**src/rtl/branch_predictor.sv**
```systemverilog
// Next-fetch-address generator: JAL/JALR targets plus static or 2-bit-counter
// conditional-branch prediction, with saturating branch/mispredict statistics.
package bp_pkg;
   localparam logic [1:0] TGT_NONE = 2'd0;
   localparam logic [1:0] TGT_JAL  = 2'd1;
   localparam logic [1:0] TGT_JALR = 2'd2;
   localparam logic [1:0] TGT_BR   = 2'd3;
endpackage

module branch_predictor
   import bp_pkg::*;
#(
   parameter int         IDX_BITS   = 6,
   parameter int         MODE       = 1,
   parameter logic [1:0] INIT_STATE = 2'b01,
   parameter int         STAT_WIDTH = 32
) (
   input  logic                  clk,
   input  logic                  rst,
   input  logic                  pred_valid,
   input  logic [31:0]           pred_pc,
   input  logic [1:0]            pred_sel,
   input  logic [31:0]           pred_rd1,
   input  logic [31:0]           pred_imm,
   output logic [31:0]           target,
   output logic                  target_taken,
   input  logic                  upd_valid,
   input  logic [31:0]           upd_pc,
   input  logic                  upd_taken,
   input  logic                  upd_mispredict,
   output logic [STAT_WIDTH-1:0] br_count,
   output logic [STAT_WIDTH-1:0] mispredict_count
);

   localparam int                    ENTRIES  = 1 << IDX_BITS;
   localparam logic [STAT_WIDTH-1:0] STAT_MAX = '1;
   localparam logic [STAT_WIDTH-1:0] STAT_ONE = STAT_WIDTH'(1);

   logic [1:0]            pht_q [ENTRIES];
   logic [1:0]            pht_d [ENTRIES];
   logic [STAT_WIDTH-1:0] br_count_q, br_count_d;
   logic [STAT_WIDTH-1:0] mis_count_q, mis_count_d;
   logic [IDX_BITS-1:0]   pred_idx, upd_idx;
   logic [31:0]           seq_pc, rel_pc, ind_pc;
   logic                  br_taken;
   logic                  unused_upd_pc_bits;

   assign pred_idx = pred_pc[IDX_BITS+1:2];
   assign upd_idx  = upd_pc[IDX_BITS+1:2];
   assign seq_pc   = pred_pc + 32'd4;
   assign rel_pc   = pred_pc + pred_imm;
   assign ind_pc   = (pred_rd1 + pred_imm) & ~32'h1;
   assign unused_upd_pc_bits = ^{upd_pc[31:IDX_BITS+2], upd_pc[1:0]};

   // Static mode predicts backward branches taken; dynamic mode reads the counter MSB.
   assign br_taken = (MODE == 0) ? pred_imm[31] : pht_q[pred_idx][1];

   always_comb begin
      // NOTE: every output gets a default first so no path through the case infers a latch.
      target       = seq_pc;
      target_taken = 1'b0;
      if (pred_valid) begin
         case (pred_sel)
            TGT_JAL: begin
               target       = rel_pc;
               target_taken = 1'b1;
            end
            TGT_JALR: begin
               target       = ind_pc;
               target_taken = 1'b1;
            end
            TGT_BR: begin
               if (br_taken) begin
                  target       = rel_pc;
                  target_taken = 1'b1;
               end
            end
            default: ;
         endcase
      end
   end

   always_comb begin
      pht_d = pht_q;
      if (MODE != 0 && upd_valid) begin
         if (upd_taken) begin
            if (pht_q[upd_idx] != 2'b11) pht_d[upd_idx] = pht_q[upd_idx] + 2'b01;
         end else begin
            if (pht_q[upd_idx] != 2'b00) pht_d[upd_idx] = pht_q[upd_idx] - 2'b01;
         end
      end
   end

   always_comb begin
      br_count_d  = br_count_q;
      mis_count_d = mis_count_q;
      if (upd_valid) begin
         if (br_count_q != STAT_MAX) br_count_d = br_count_q + STAT_ONE;
         if (upd_mispredict && mis_count_q != STAT_MAX) mis_count_d = mis_count_q + STAT_ONE;
      end
   end

   always_ff @(posedge clk) begin
      if (rst) begin
         // NOTE: the table is built from flops and every entry is reset, because
         // predictions right after reset must read INIT_STATE, never X.
         for (int i = 0; i < ENTRIES; i++) pht_q[i] <= INIT_STATE;
         br_count_q  <= '0;
         mis_count_q <= '0;
      end else begin
         pht_q       <= pht_d;
         br_count_q  <= br_count_d;
         mis_count_q <= mis_count_d;
      end
   end

   assign br_count         = br_count_q;
   assign mispredict_count = mis_count_q;

endmodule
```
**config.mk**
```make
export PLATFORM = sky130hd
export DESIGN_NAME = branch_predictor
export DESIGN_NICKNAME = d
export VERILOG_FILES = /design/src/rtl/branch_predictor.sv
export SDC_FILE = /design/constraint.sdc
export NUM_CORES = 1
export LEC_CHECK = 0
export ABC_CLOCK_PERIOD_IN_PS = 4000
export CAP_MARGIN = 15
export CELL_PAD_IN_SITES_DETAIL_PLACEMENT = 0
export CELL_PAD_IN_SITES_GLOBAL_PLACEMENT = 2
export CORE_MARGIN = 3
export CORE_UTILIZATION = 30
export CTS_BUF_LIST = sky130_fd_sc_hd__clkbuf_2 sky130_fd_sc_hd__clkbuf_4 sky130_fd_sc_hd__clkbuf_8
export CTS_CLUSTER_DIAMETER = 200
export DETAILED_ROUTE_END_ITERATION = 16
export DONT_BUFFER_PORTS = 1
export PLACE_DENSITY = 0.79
export SYNTH_ARGS = -nofsm -noshare
export SYNTH_HDL_FRONTEND = slang
export SYNTH_SLANG_ARGS = --single-unit
export TNS_END_PERCENT = 100
```
**constraint.sdc**
```tcl
create_clock -name clk -period 4 [get_ports clk]
set_clock_uncertainty 0.15 [all_clocks]
set_input_delay 0.8 -clock clk [delete_from_list [all_inputs] [get_ports clk]]
set_output_delay 0.8 -clock clk [all_outputs]
set_load 0.01 [all_outputs]
```
Word-level counts from Yosys, hierarchy flattened. Cells that the tools add are included.

Add/sub/neg operators: 7. Magnitude comparators: 3. Eq/ne operators: 7. Mux-type cells: 19. Bitwise gates (word level): 2. Reduce and logical (&&, ||, !) cells: 8.

Operators with widths (count): 128-bit 2-to-1 mux (3); 128-bit bitwise mux (2); 32-bit one-hot mux with 3 select lines (1); 32-bit by 1-bit adder with 32-bit output (second input constant) (2); 32-bit adder (2); 32-bit 2-to-1 mux (2); 32-bit != test (second input constant) (2); 32-bit by 3-bit adder with 32-bit output (second input constant) (1); 2-bit binary-select mux with 6-bit select (2); 7-bit greater-or-equal comparator (second input constant) (2); 6-bit NOT with 7-bit output (2); 2-bit demux with 6-bit select (1); 2-bit 2-to-1 mux (5); 7-bit by 1-bit less-than comparator with 1-bit output (second input constant) (1); 2-bit == test (second input constant) (2); 2-bit AND reduction (2); 2-bit nonzero test (2); 3-bit AND reduction (1); 2-bit by 1-bit adder with 2-bit output (second input constant) (1); 2-bit by 1-bit == test with 1-bit output (second input constant) (1); 1-bit logical AND (2); 1-bit 2-to-1 mux (2); 2-bit by 1-bit != test with 1-bit output (second input constant) (1); 2-bit != test (second input constant) (1); other kinds (3) (3).

Register bits after elaboration: 192. Input port bits: 136. Output and inout bits: 97. Word-level logic and storage cells: 112.

Depth between registers and ports, before layout.
Depth in word-level cells: 8. Depth in mapped cells: 18. Depth with buffers taken out: 15.

Worst setup path after synthesis. OpenSTA, ideal clock, no wires.

Kind: in2reg. Start: input upd_pc[3]. End: register (tool-made name). Library setup time: 0.120 ns. Arrival time: 4.077 ns. Required time: 3.730 ns. Slack: -0.346 ns. Stages: 16. Path buffers: 3. Cell sequence: clkbuf_1 nand3b_1 o22ai_1 or4_1 a22oi_1 o311ai_1 and4b_1 buf_2 inv_1 ha_1 mux2i_1 nand2_1 nor2_1 clkbuf_1 nand2_1 a211o_1.

RTL lines: start, declared (line 28) `input logic [31:0] upd_pc,`.

Worst setup path in the final report.
Start: input pred_pc[2]. End: output target[30].

Word-level cells in the longest chain between the ends: 7. Elaborated cells between the ends (all ways): 9. Those cells by class: 2 x add/sub; 6 x mux; 1 x bitwise.

RTL lines: start, declared (line 21) `input logic [31:0] pred_pc,`; branches (longest 6 deep; another with 32-bit by 3-bit adder with 32-bit output); 32-bit 2-to-1 mux (*) (line 62) `if (pred_valid) begin`; end, declared (line 25) `output logic [31:0] target,`.

Every way passes the cells marked *. The select of a mux whose other input is x is not followed.

==> impl_metrics.ini <==
[pwr]
pwr-share-seq_pct = 43.3
switching_share_pct = 31.6
pwr-share-comb_pct = 26.1
internal_power_uw = 3060
p_per_area_mw_per_mm2 = 265
total_power_uw = 4470
power_frac_clock_pct = 30.6
leakage_uw = 0.00619
peakVddDrop_v = 0.000241
p_switching_uw = 1410

[timing]
fin_crit_sh_pct = 107
fmax_mhz = 233
relSlewSlack_pct = 27.8
setup_tns_ns = -6.89
drv_slew = 0
tightest_slew_ns = 1.08
finalCriticalPeriod_ns = 4.29
hold_violations = 0
rsz0062_at_grt = yes
report.final.setup_viol = 32
fin_ws_ns = -0.289

[global_routing]
overflow = 0
grt_start_max_net_pins = 193
grt_usage_pct = 20.2
grt_pass1_wl_um = 74600
grt_pass1_vias = 13100
antenna_found_initial = 0

[clocking]
clock_latency_ns = 0.50
cts_tree = done
path_clk_slew_ns = 0.09
clock-root-buffer = clkbuf_8
cts_made_buffers = 17
cts_max_level = 4
cts_max_path_buffers = 2
cts.sink_count = 192

[worst_setup_path]
cp-end-kind = primary output
crit_required_ns = 3.05
crit_chain = mux4_2 -> mux4_2 -> or3b_4 -> o31ai_4 -> nor2_2 -> a21oi_4 -> buf_12 -> buf_4 -> nor2_2 -> a211o_4
r2r_setup_slack_ns = 0.39
critPathKind = in2out
critPathLaunch = pred_pc[2]
critPathLaunchType = primary input
arrival_ns = 3.34
cp-endpoint = target[30]
max_stage_delay_ns = 0.53
worst_r2r_path_depth = 13
slowest_stage = mux4_2
critical_path.max_fanout = 19

[floorplanning]
die_y_um = 214
start_util_pct = 30.7
coreArea_sq_mm = 0.0424
ioPinCount = 233
die_area_sq_mm = 0.0459
core.rowCount = 75
die_x_um = 214

[synthesis]
synth_top_flop_cell = dfxtp_1
yosys_warnings = 0
syn-cell-area_sq_mm = 0.0130
ys_ff_latch = 192
ys_types = 70
yosysSeqAreaShare_pct = 29.5
synth_edf_count = 0
netlist_instances = 1670
synth_nets = 1878
async_flop_share_pct = 0
synth_area_per_cell_sq_um = 7.79

[drt]
wl_per_cell_um = 19.6
vias = 13400
vias_per_cell = 5.43
ant_nets = 0
drc = 0
first_pass_iters = 5
first_iter_violations = 921
wl_um = 48300

[layout]
post-route-util_pct = 39.7
antennaDiodeCount = 0
num-nets-final = 2079
area_growth_pct = 29.5
layout-drive-gt1-share_pct = 23.4
nFillCells = 4357

[placed_design]
place_ws_ns = -0.541
gp_congestion = 0.897
portBuffers = 0
post-dp-hpwl_um = 36200

[outcome]
violations = setup timing
outcome = finished with violations

[run]
maxCapViolations = 0

[min_path]
hold_path_class = in2reg
==> timing repair <==
| item | 4_1_cts | 5_1_grt |
|---|---|---|
| buffers inserted | 14 | 10 |
| hold endpoints to repair | 0 | 0 |
| hold buffers | 0 | 0 |
| gates cloned | 1 | 1 |
| endpoints found under the setup margin | 32 | 32 |
| pin swaps | 21 | 30 |
| resized for setup | 79 | 43 |
==> worst min path at each step <==
stage | start | end | slack [ns] | cells past startpoint
floorplan | flip-flop | flip-flop | 0.29 | 1
global placement | flip-flop | flip-flop | 0.29 | 1
detailed placement | flip-flop | flip-flop | 0.30 | 1
CTS | rst | br_count[9]$_SDFFE_PP0P_ | 0.18 | 1
global route | rst | br_count[6]$_SDFFE_PP0P_ | 0.18 | 1
finish | rst | br_count[4]$_SDFFE_PP0P_ | 0.23 | 1
==> final cells by class <==
class | count | area, sq um | area share (%)
Sequential cell | 192 | 3850 | 22.9
Clock buffer | 18 | 248 | 1.47
Clock inverter | 14 | 171 | 1.02
Multi-Input combinational cell | 1364 | 9410 | 55.9
Inverter | 29 | 109 | 0.646
Tap cell | 577 | 722 | 4.29
Timing Repair Buffer | 267 | 2330 | 13.8
==> cell usage in the layout, fill, tap and decap left out, drive strengths merged, types with 6 or more instances in the layout <==
master	n
nor3	18
xnor2	50
o22ai	46
and3	28
a22oi	34
and2	7
o31ai	8
mux4	15
o21a	7
inv	35
nand2	220
nor2b	14
nor2	191
dfxtp	192
ha	70
a211oi	8
xor2	82
o211ai	6
a21o	30
nand2b	8
a211o	67
or3	13
a31oi	8
clkbuf	19
o221ai	8
a21oi	142
nand4	25
nand3	116
o21ai	47
and4	8
nor3b	6
buf	266
mux2i	13
==> per-stage QoR <==
stage                     area, sq um  hold slack, ns  instances
after CTS                       16500           0.175       2453
after global placement          15700           0.294       2408
after floorplan                 13300           0.286       1670
final                           16800           0.229       2461
after detailed placement        15700           0.302       2408
after global routing            16800           0.175       2461
==> worst max-delay path, delay by kind of cell <==
kind / cells / cell delay, ns
AOI/OAI and AO/OA: 3 / 0.67
buffers and inverters: 2 / 0.24
and+or+nand+nor: 3 / 0.59
muxes: 2 / 1.01
==> power groups by stage <==
stage          clock network, uW  logic, uW  registers (uW)
5_1_grt                     1490       1260            1940
3_3_place_gp                   0       1020            1980
3_5_place_dp                   0       1020            1980
2_1_floorplan                  0        683            1970
6_report                    1370       1160            1940
4_1_cts                     1420       1100            1940
==> cell usage after synthesis, types with 15 or more instances <==
cell      instances  share of area [%]
xnor2_1          50                3.4
inv_1            29               0.84
nor3_1           18               0.69
o22ai_1          46                2.2
xor2_1           82                5.5
mux4_2           15                2.6
a21o_1           30                1.7
ha_1             70                6.7
a22oi_1          34                2.0
nand2_1         220                6.3
a21oi_1         141                5.4
and3_1           28                1.3
a211o_1          67                4.5
nor2_1          188                5.4
nand3_1         116                4.5
dfxtp_1         192                 30
o21ai_0          43                1.7
clkbuf_1         67                1.9
nand4_1          25                1.2
==> metal layers <==
layer	GRT usage (%)	routed length (um)	vias up	part of all wire, %
met5	0	0	-	0
met4	5.52	924	0	1.9
met3	3.91	2930	59	6.1
met2	34.8	23600	391	49
met1	25.8	20900	6423	43
li1	-	-	6480	-
==> logic make-up after synthesis <==
group	share of synthesized area (%)
AO/OA/AOI/OAI	23.3
multiplexers	3.68
flip-flops	29.5
adder cells (fa/ha/maj)	7.04
buffers and inverters	3.70
AND/OR/NAND/NOR	23.9
XOR/XNOR	8.89
Note: power is estimated with default switching activity, not from simulation.
